$ cat src/rtl/pc_ctx_pkg.sv
// Shared constants for the context-switching program counter: FSM state
// encodings, default entry addresses and the quantum counter width.
package pc_ctx_pkg;

    localparam int unsigned QCNT_W  = 12;
    localparam int unsigned STATE_W = 2;

    localparam logic [1:0] RUN         = 2'd0;
    localparam logic [1:0] HALTED      = 2'd1;
    localparam logic [1:0] SWITCH_WAIT = 2'd2;

    localparam int unsigned DEF_SCHED_ADDR = 427;
    localparam int unsigned DEF_MENU_ADDR  = 34;
    localparam int unsigned DEF_IRQ_VECTOR = 0;

endpackage

$ cat src/rtl/pc_ctx_table.sv
// Per-process saved-PC table: one synchronous write port, one combinational
// read port, valid bits cleared by synchronous reset or an explicit clear.
module pc_ctx_table #(
    parameter int unsigned ADDR_W   = 12,
    parameter int unsigned NUM_PROC = 4,
    parameter int unsigned PID_W    = 2
) (
    input  logic              ck,
    input  logic              reset,
    input  logic              wr_en_i,
    input  logic [PID_W-1:0]  wr_pid_i,
    input  logic [ADDR_W-1:0] wr_pc_i,
    input  logic              clr_en_i,
    input  logic [PID_W-1:0]  clr_pid_i,
    input  logic [PID_W-1:0]  rd_pid_i,
    output logic [ADDR_W-1:0] rd_pc_c,
    output logic              rd_valid_c
);

    logic [ADDR_W-1:0]   pc_q [NUM_PROC];
    logic [NUM_PROC-1:0] valid_q;

    // A save to the same pid in the same cycle overrides a clear.
    always_ff @(posedge ck) begin
        if (reset) begin
            valid_q <= '0;
        end else begin
            if (clr_en_i) valid_q[clr_pid_i] <= 1'b0;
            if (wr_en_i)  valid_q[wr_pid_i]  <= 1'b1;
        end
    end

    always_ff @(posedge ck) begin
        if (wr_en_i) pc_q[wr_pid_i] <= wr_pc_i;
    end

    assign rd_pc_c    = pc_q[rd_pid_i];
    assign rd_valid_c = valid_q[rd_pid_i];

endmodule

$ cat src/rtl/pc_ctx_sequencer.sv
// Program counter with interrupt/eret, halt/resume and time-sliced context
// switching. Optional macro PC_CTX_CLEAR_EN adds ctx_clear/clear_pid ports.
module pc_ctx_sequencer
    import pc_ctx_pkg::*;
#(
    parameter int unsigned ADDR_W     = 12,
    parameter int unsigned NUM_PROC   = 4,
    parameter int unsigned PID_W      = 2,
    parameter int unsigned QUANTUM    = 50,
    parameter int unsigned SCHED_ADDR = DEF_SCHED_ADDR,
    parameter int unsigned MENU_ADDR  = DEF_MENU_ADDR,
    parameter int unsigned IRQ_VECTOR = DEF_IRQ_VECTOR
) (
    input  logic              ck,
    input  logic              reset,
    input  logic              jump,
    input  logic [ADDR_W-1:0] jump_addr,
    input  logic              irq,
    input  logic              eret,
    input  logic              return_menu,
    input  logic              halt,
    input  logic              resume,
    input  logic              switch_ack,
    input  logic [PID_W-1:0]  next_pid,
`ifdef PC_CTX_CLEAR_EN
    input  logic              ctx_clear,
    input  logic [PID_W-1:0]  clear_pid,
`endif
    output logic [ADDR_W-1:0] pc,
    output logic [PID_W-1:0]  cur_pid,
    output logic              switch_req,
    output logic              kernel_mode,
    output logic [QCNT_W-1:0] quantum_cnt,
    output logic              halted
);

    logic [STATE_W-1:0] state_q, state_d;
    logic [ADDR_W-1:0]  pc_q, pc_d, epc_q, epc_d;
    logic [PID_W-1:0]   pid_q, pid_d;
    logic               sreq_q, sreq_d, kern_q, kern_d, halted_q, halted_d, resume_q;
    logic [QCNT_W-1:0]  qcnt_q, qcnt_d;

    logic [ADDR_W-1:0]  pc_inc;
    logic               wr_en_c;
    logic [ADDR_W-1:0]  rd_pc_c;
    logic               rd_valid_c;
    logic               clr_en;
    logic [PID_W-1:0]   clr_pid;

`ifdef PC_CTX_CLEAR_EN
    assign clr_en  = ctx_clear;
    assign clr_pid = clear_pid;
`else
    assign clr_en  = 1'b0;
    assign clr_pid = '0;
`endif

    assign pc_inc = pc_q + ADDR_W'(1);

    pc_ctx_table #(
        .ADDR_W   (ADDR_W),
        .NUM_PROC (NUM_PROC),
        .PID_W    (PID_W)
    ) u_table (
        .ck         (ck),
        .reset      (reset),
        .wr_en_i    (wr_en_c),
        .wr_pid_i   (pid_q),
        .wr_pc_i    (pc_inc),
        .clr_en_i   (clr_en),
        .clr_pid_i  (clr_pid),
        .rd_pid_i   (next_pid),
        .rd_pc_c    (rd_pc_c),
        .rd_valid_c (rd_valid_c)
    );

    always_ff @(posedge ck) begin
        if (reset) begin
            state_q  <= RUN;
            pc_q     <= '0;
            epc_q    <= '0;
            pid_q    <= '0;
            sreq_q   <= 1'b0;
            kern_q   <= 1'b0;
            qcnt_q   <= '0;
            halted_q <= 1'b0;
            resume_q <= 1'b0;
        end else begin
            state_q  <= state_d;
            pc_q     <= pc_d;
            epc_q    <= epc_d;
            pid_q    <= pid_d;
            sreq_q   <= sreq_d;
            kern_q   <= kern_d;
            qcnt_q   <= qcnt_d;
            halted_q <= halted_d;
            resume_q <= resume;
        end
    end

    // Next-PC arbitration; one action per cycle in priority order.
    always_comb begin
        state_d = state_q;
        pc_d    = pc_q;
        epc_d   = epc_q;
        pid_d   = pid_q;
        sreq_d  = sreq_q;
        kern_d  = kern_q;
        qcnt_d  = qcnt_q;
        wr_en_c = 1'b0;

        case (state_q)
            RUN: begin
                if (!kern_q) qcnt_d = qcnt_q + QCNT_W'(1);
                if (irq && !kern_q) begin
                    epc_d  = pc_inc;
                    pc_d   = ADDR_W'(IRQ_VECTOR);
                    kern_d = 1'b1;
                end else if (eret && kern_q) begin
                    pc_d   = epc_q;
                    kern_d = 1'b0;
                end else if (qcnt_q >= QCNT_W'(QUANTUM - 1) && !kern_q) begin
                    // >= so an expiry deferred by an interrupt still fires after eret.
                    wr_en_c = 1'b1;
                    sreq_d  = 1'b1;
                    state_d = SWITCH_WAIT;
                end else if (jump) begin
                    pc_d = jump_addr;
                end else if (return_menu) begin
                    pc_d = ADDR_W'(MENU_ADDR);
                end else if (halt) begin
                    state_d = HALTED;
                end else begin
                    pc_d = pc_inc;
                end
            end
            HALTED: begin
                if (irq && !kern_q) begin
                    epc_d   = pc_inc;
                    pc_d    = ADDR_W'(IRQ_VECTOR);
                    kern_d  = 1'b1;
                    state_d = RUN;
                end else if (resume && !resume_q) begin
                    pc_d    = pc_inc;
                    state_d = RUN;
                end
            end
            SWITCH_WAIT: begin
                if (switch_ack) begin
                    sreq_d  = 1'b0;
                    pid_d   = next_pid;
                    qcnt_d  = '0;
                    pc_d    = rd_valid_c ? rd_pc_c : ADDR_W'(SCHED_ADDR);
                    state_d = RUN;
                end
            end
            default: state_d = RUN;
        endcase

        halted_d = (state_d == HALTED);
    end

    assign pc          = pc_q;
    assign cur_pid     = pid_q;
    assign switch_req  = sreq_q;
    assign kernel_mode = kern_q;
    assign quantum_cnt = qcnt_q;
    assign halted      = halted_q;

endmodule

$ cat config.mk
export PLATFORM = sky130hd
export DESIGN_NAME = pc_ctx_sequencer
export DESIGN_NICKNAME = d
export VERILOG_FILES = /design/src/rtl/pc_ctx_pkg.sv /design/src/rtl/pc_ctx_table.sv /design/src/rtl/pc_ctx_sequencer.sv
export SDC_FILE = /design/constraint.sdc
export NUM_CORES = 1
export LEC_CHECK = 0
export CAP_MARGIN = 40
export CORE_UTILIZATION = 40
export CTS_CLUSTER_DIAMETER = 40
export DETAILED_ROUTE_END_ITERATION = 10
export HOLD_SLACK_MARGIN = 0.05
export MAX_ROUTING_LAYER = met4
export SETUP_SLACK_MARGIN = 0.2
export SYNTH_ARGS = -nofsm -noshare
export SYNTH_HDL_FRONTEND = slang
export SYNTH_SLANG_ARGS = --single-unit
$ cat constraint.sdc
create_clock -name ck -period 2.86 [get_ports ck]
set_input_delay 0.715 -clock ck [delete_from_list [all_inputs] [get_ports ck]]
set_output_delay 0.715 -clock ck [all_outputs]
set_load 0.02 [all_outputs]
==> results of run 1 <==
==> registers in the layout, indices dropped and copies added (netlist names) <==
signal / cells
u_table.pc_q: 48
epc_q: 12
pc: 12
quantum_cnt: 12
u_table.valid_q: 4
cur_pid: 2
state_q: 2
halted: 1
kernel_mode: 1
resume_q: 1
switch_req: 1
==> through the flow <==
stage | hold slack [ns] | setup slack (ns) | std cells
after global placement | 0.454 | 0.153 | 644
after CTS | 0.465 | 0.482 | 660
after floorplan | 0.437 | 0.256 | 449
final | 0.466 | 0.481 | 660
after detailed placement | 0.455 | 0.114 | 644
after global routing | 0.503 | 0.247 | 660
==> power breakdown <==
part           leakage (µW)  internal, µW  switching [µW]
registers          0.000806          1490            52.4
clock network      0.000157           774             535
logic               0.00106           186             234
==> cell type report <==
type | instances | area share
Multi-Input combinational cell | 311 | 0.363
Tap cell | 143 | 0.0306
Sequential cell | 96 | 0.411
Timing Repair Buffer | 77 | 0.129
Inverter | 17 | 0.0109
Clock buffer | 9 | 0.0385
Clock inverter | 7 | 0.0169
==> cells by family (layout without fill, tap and decap cells) <==
family | after synthesis | after routing | synth area share
buf+inv | 42 | 110 | 0.0549
fa+ha+maj | 8 | 8 | 0.0209
flops | 96 | 96 | 0.502
compound gates | 114 | 114 | 0.167
xor+xnor | 13 | 13 | 0.0238
mux | 17 | 17 | 0.0698
simple gates | 159 | 159 | 0.162
==> cells in the mapped netlist (2+ instances only) <==
| library cell | number | area [µm²] |
|---|---|---|
| ha_1 | 8 | 100 |
| clkbuf_8 | 5 | 68.8 |
| a31oi_1 | 7 | 43.8 |
| nand3_1 | 15 | 75.1 |
| a21boi_0 | 2 | 15.0 |
| and4_1 | 2 | 17.5 |
| nand2b_1 | 2 | 12.5 |
| mux4_2 | 13 | 293 |
| or3_1 | 6 | 37.5 |
| clkbuf_1 | 9 | 33.8 |
| o311ai_0 | 2 | 17.5 |
| or2_2 | 2 | 12.5 |
| and2_1 | 2 | 12.5 |
| a311oi_2 | 9 | 135 |
| buf_4 | 2 | 15.0 |
| o211ai_1 | 4 | 30.0 |
| edfxtp_1 | 48 | 1440 |
| mux2i_1 | 3 | 30.0 |
| o21ai_0 | 24 | 120 |
| inv_1 | 17 | 63.8 |
| and3_1 | 5 | 31.3 |
| nand4_1 | 7 | 43.8 |
| a311oi_1 | 2 | 17.5 |
| dfxtp_1 | 48 | 961 |
| nor3_1 | 15 | 75.1 |
| a41oi_1 | 3 | 26.3 |
| nor2_1 | 52 | 195 |
| nor4_1 | 3 | 18.8 |
| o21bai_1 | 2 | 15.0 |
| a21oi_1 | 33 | 165 |
| nand2_1 | 35 | 131 |
| buf_2 | 2 | 10.0 |
| buf_6 | 6 | 67.6 |
| a211oi_1 | 4 | 30.0 |
| o21a_1 | 5 | 37.5 |
| nor2b_1 | 2 | 12.5 |
| o31ai_1 | 2 | 15.0 |
| and2_2 | 2 | 15.0 |
| a21o_1 | 3 | 22.5 |
| a221oi_1 | 2 | 17.5 |
| xor2_1 | 10 | 87.6 |
| xnor2_1 | 3 | 26.3 |
==> layer usage <==
metal	wire length (µm)	share of wire
met3	774	0.062
met2	6020	0.48
met5	0	0
met4	254	0.020
met1	5490	0.44
==> worst paths after layout <==
check | start | end | slack (ns) | cells after the start
worst max-delay path | resume | pc[0]$_SDFFE_PP0P_ | 0.48 | 6
worst min-delay path | epc_q[1]$_SDFFE_PP0P_ | epc_q[1]$_SDFFE_PP0P_ | 0.47 | 2
worst max register to register | quantum_cnt[0]$_SDFFE_PP0P_ | u_table.pc_q[2][9]$_DFFE_PP_ | 0.52 | 7
worst min register to register | epc_q[1]$_SDFFE_PP0P_ | epc_q[1]$_SDFFE_PP0P_ | 0.47 | 2
==> worst min-delay path, stage by stage, from the launching register on <==
cell and delay (ns):
dfxtp_1 0.32, nand2_1 0.05, a21oi_1 0.05
==> metrics.md, run 1 <==
| Metric | Value |
|---|---|
| Status | finished with violations |
| Failing checks | DRC |
| DR vias | 3836 |
| Max-slew violations | 0 |
| EDFF count, synth | 48 |
| HPWL Detailed | 8810 µm |
| Die X | 111 µm |
| GRT busiest layer | met2 |
| Sequential fraction of the synthesis area | 0.502 |
| First-pass GRT wire length | 20500 µm |
| FFs w/ async S/R, synth | 0 |
| CP Capture Type | flip-flop |
| Design area | 5850 µm² |
| Clk slew on worst S/H paths | 0.07 ns |
| Total CTS buffers | 9 |
| CTS tree | built |
| Slew margin rel. | 0.567 |
| Most frequent cells in the layout | nor2_1 (52), clkdlybuf4s50_1 (51), dfxtp_1 (48), edfxtp_1 (48), nand2_1 (35) |
| Clock sinks | 96 |
| Root Buffer | clkbuf_16 |
| Antenna diodes | 0 |
| GRT Total Usage | 0.220 |
| Syn avg cell area | 10.7 µm² |
| Vias per cell | 5.81 |
| Period utilization | 0.832 |
| Mapped Cells | 449 |
| Pwr/cell area | 559 nW/µm² |
| Filler cell count | 1040 |
| Minimum clock period | 2.38 ns |
| I/O pin count | 52 |
| Starting density of the core | 0.416 |
| Total Neg Setup Slack | 0 ns |
| Synth Cell Area | 4790 µm² |
| Post-cts resize count | 0 |
| MaxCap Viol Count | 0 |
| Slowest stage delay, CP | 0.47 ns |
| Final Hold Viols | 0 |
| Cell family with most CP delay | simple AND/OR/NAND/NOR gates |
| CP Data Required Time | 3.07 ns |
| Core ar. | 11500 µm² |
| Drt pass-1 iters | 8 |
| Worst skew pair latency | 0.35 ns |
| Critical path fanouts, max | 12 |
| Detailed Route Iter0 Violations | 378 |
| Commonest non-fill, non-tap cell in the layout | nor2_1 |
| Seq cells post-synth | 96 |
| Post-synth cell types | 63 |
| Synth warn | 0 |
| Share of layout cells above drive strength 1 | 0.145 |
| Final WL | 12500 µm |
| Met1 GRT Util | 0.274 |
| Final clock skew | 0.00815 ns |
| Post-CTS Setup Inserts | 0 |
| Final ANT Viol Nets | 0 |
| Initial antenna violation count | 0 |
| Post-DR wirelength/cell | 19.0 µm |
| CP Buf/Inv Count | 1 |
| Largest net degree at the start of global routing | 32 |
| DIE AREA | 12400 µm² |
| Worst-margin pin slew | 0.645 ns |
| Port buffer count | 51 |
| Critical path arrival | 2.59 ns |
| Finished Core Util | 0.508 |
| Worst vdd ir | 0.347 mV |
| Register area | 2400 µm² |
| Met2 Use GR | 0.358 |
| Achievable Freq | 420 MHz |
| Total power | 3270 µW |
| RSZ-0062 raised after global routing | false |
| Multi-input logic area | 2120 µm² |
| Final Setup Violations | 0 |
| Routability Congestion | 0.896 |
| H-Tree Depth | 3 |
| Std-Cell Rows | 39 |
| Hold buffers post-CTS | 0 |
| Vias in the first global route | 3834 |
| Synth Flop Type | edfxtp_1 |
| Routing usage on met3 | 0.0408 |
| Final net count | 543 |
| Max clock buf depth | 2 |
| Slowest cell on crit path | clkdlybuf4s50_1 |
| Cell Chain, Critical Path | clkdlybuf4s50_1 -> or2b_2 -> a32o_1 -> a211oi_2 -> and2_2 -> a311oi_2 |
| Gr ovfl total | 0 |
| DRC | 10 |
| Startpoint Class | input pin |
| HP Class | reg -> reg |
| CP Class | in -> reg |
| Area post-placement | 5520 µm² |
| LEAKAGE | 0.00203 µW |
| Layout area overhead | 22.1% |
| Syn nets | 480 |
| Die H | 111 µm |
Note: power is estimated with default switching activity, not from simulation.
==> run 2: changes to the inputs <==
- clock period: 2.86 -> 2.2 ns (I/O delays scaled with it)
==> run 2 against run 1 <==
Count of clock-buffer cells in the layout increased by 1. Global-route usage increased by 0.82 points. Critical path depth increased by 1. Combinational power increased by 63%. Clock power increased by 17%. The flow still finishes with violations (DRC). Sequential power increased by 30%. Clock skew decreased by 0.0020 ns. Design area increased by 11%. Core utilization increased by 5.7 points.
==> metrics.md, run 2 (synthesized netlist as in run 1, its figures left out) <==
| Metric | Value |
|---|---|
| Status | finished with violations |
| Failing checks | DRC |
| MaxCap Viol Count | 0 (unchanged) |
| CP Class | in -> reg |
| Vias in the first global route | 3902 (+1.8%) |
| Filler cell count | 971 (-6.6%) |
| DIE AREA | 12400 µm² (unchanged) |
| HPWL Detailed | 9080 µm (+3.0%) |
| Final Setup Violations | 0 (unchanged) |
| Root Buffer | clkbuf_16 |
| Layout area overhead | 35.9% |
| Initial antenna violation count | 0 (unchanged) |
| Critical path fanouts, max | 6 (-6) |
| Max FFs per register | 48 (unchanged) |
| LEAKAGE | 0.00264 µW (+30%) |
| Period utilization | 0.962 |
| Slew margin rel. | 0.607 (+0.0397) |
| Power Internal | 3070 µW (+25%) |
| Register area | 2420 µm² (+0.63%) |
| GRT Total Usage | 0.228 (+0.00816) |
| I/O pin count | 52 (unchanged) |
| CTS tree | built |
| Slowest cell on crit path | clkdlybuf4s50_1 |
| CP Data Required Time | 2.46 ns (-0.61 ns) |
| First-pass GRT wire length | 21000 µm (+2.7%) |
| Detailed Route Iter0 Violations | 337 (-11%) |
| DRC | 12 (+2) |
| Drt pass-1 iters | 8 (unchanged) |
| Final Hold Viols | 0 (unchanged) |
| Antenna diodes | 0 (unchanged) |
| CP Buf/Inv Count | 2 (+1) |
| Std-Cell Rows | 39 (unchanged) |
| H-Tree Depth | 3 (unchanged) |
| Placement Setup Slack | -0.334 ns (-0.448 ns) |
| Clock sinks | 96 (unchanged) |
| Pwr/cell area | 647 nW/µm² (+16%) |
| Largest net degree at the start of global routing | 19 (-41%) |
| Total Neg Setup Slack | 0 ns (unchanged) |
| Sequential group share of total power | 0.474 (+0.003) |
| Startpoint Class | input pin |
| Final clock skew | 0.00612 ns (-0.00203 ns) |
| Share of layout cells above drive strength 1 | 0.270 (+0.125) |
| Die X | 111 µm (unchanged) |
| Total CTS buffers | 9 (unchanged) |
| Critical path arrival | 2.37 ns (-0.22 ns) |
| Most frequent cells in the layout | buf_4 (58), nor2_1 (50), edfxtp_1 (48) |
| Hold WS | 0.461 ns (-0.00519 ns) |
| Design area | 6500 µm² (+11%) |
| Core ar. | 11500 µm² (unchanged) |
| Slowest stage delay, CP | 0.46 ns (about the same) |
| Die H | 111 µm (unchanged) |
| Worst skew pair latency | 0.35 ns (about the same) |
| Gr ovfl total | 0 (unchanged) |
| Switching power | 1140 µW (+39%) |
| Final ANT Viol Nets | 0 (unchanged) |
| Post-DR wirelength/cell | 18.6 µm (-1.9%) |
| Final cell count without fillers | 706 (+7.0%) |
| CP Capture Type | flip-flop |
| Hold buffers post-CTS | 0 (unchanged) |
| Port buffer count | 51 (unchanged) |
| HP Class | reg -> reg |
| Clk slew on worst S/H paths | 0.07 ns (about the same) |
| Min setup slack post-route | 0.0838 ns (-0.397 ns) |
| Achievable Freq | 473 MHz |
| RSZ-0062 raised after global routing | true |
| Clock share of power | 0.363 (-0.037) |
| Worst vdd ir | 0.530 mV (+53%) |
| DR vias | 3935 (+2.6%) |
| Final WL | 13200 µm (+4.9%) |
| Max clock buf depth | 2 (unchanged) |
| Worst-margin pin slew | 0.585 ns (-0.0591 ns) |
| Cells after DPL | 683 (+6.1%) |
| Max-slew violations | 0 (unchanged) |
| Starting density of the core | 0.416 (unchanged) |
| Vias per cell | 5.57 (-4.1%) |
| Logic pwr share | 0.163 (+0.035) |
| Final net count | 589 (+8.5%) |
| Top reg by flops | u_table.pc_q |
| Routability Congestion | 0.891 (-0.56%) |
| Multi-input logic area | 2300 µm² (+8.4%) |
| Sw frac | 0.270 (+0.0193) |
| Area post-placement | 5950 µm² (+7.7%) |
| Minimum clock period | 2.12 ns |
| Cell Chain, Critical Path | clkdlybuf4s50_1 -> or2b_4 -> a32o_2 -> a211oi_4 -> buf_6 -> a21oi_1 -> a311oi_2 |
| Cell family with most CP delay | compound AO/OA/AOI/OAI gates |
| Commonest non-fill, non-tap cell in the layout | buf_4 |
==> run 2: path summary, 6_finish.rpt <==
check	from	depth (start not counted)	slack, ns	endpoint
max	resume	7	0.08	pc[8]$_SDFFE_PP0P_
min	epc_q[1]$_SDFFE_PP0P_	2	0.46	epc_q[1]$_SDFFE_PP0P_
max reg2reg	quantum_cnt[1]$_SDFFE_PP0P_	9	0.10	pc[8]$_SDFFE_PP0P_
min reg2reg	epc_q[1]$_SDFFE_PP0P_	2	0.46	epc_q[1]$_SDFFE_PP0P_
==> run 2: metrics by stage <==
step                total power, µW  utilization
floorplan                      2370            -
global placement               2650        0.517
detailed placement             2660        0.517
CTS                            4230        0.559
global route                   4380        0.565
finish                         4210        0.565
==> run 2: repair_timing <==
item / in CTS / in global routing
endpoints found under the setup margin: 60 / 83
gates resized for setup: 41 / 20
cloned: 3 / 0
pin swaps: 10 / 2
setup buffers: 3 / 1
==> run 2: per-layer routing <==
layer  up-vias  track usage  wire, µm
met1      1889        0.298      5710
li1       1889            -         -
met2       131        0.356      6300
met4         0       0.0703       343
met5         -            -         0
met3        26       0.0501       802
==> run 2: power groups by stage <==
stage                     combinational, µW  sequential (µW)  clock (µW)
after floorplan                         312             2060           0
after global placement                  622             2030           0
after detailed placement                627             2030           0
after CTS                               676             1990        1560
after global routing                    739             2000        1640
final                                   685             2000        1530
==> run 2: final cells by class <==
type,instances,area share
Inverter,17,0.0102
Multi-Input combinational cell,311,0.354
Tap cell,143,0.0275
Sequential cell,96,0.372
Clock buffer,10,0.0352
Clock inverter,6,0.00885
Timing Repair Buffer,123,0.193
==> run 2: tightest hold or removal path, delay by kind of cell, from the launching register on <==
| kind | cells | cell delay [ns] |
|---|---|---|
| AO/OA/AOI/OAI | 1 | 0.05 |
| AND/OR/NAND/NOR | 1 | 0.05 |
| flip-flops | 1 | 0.32 |
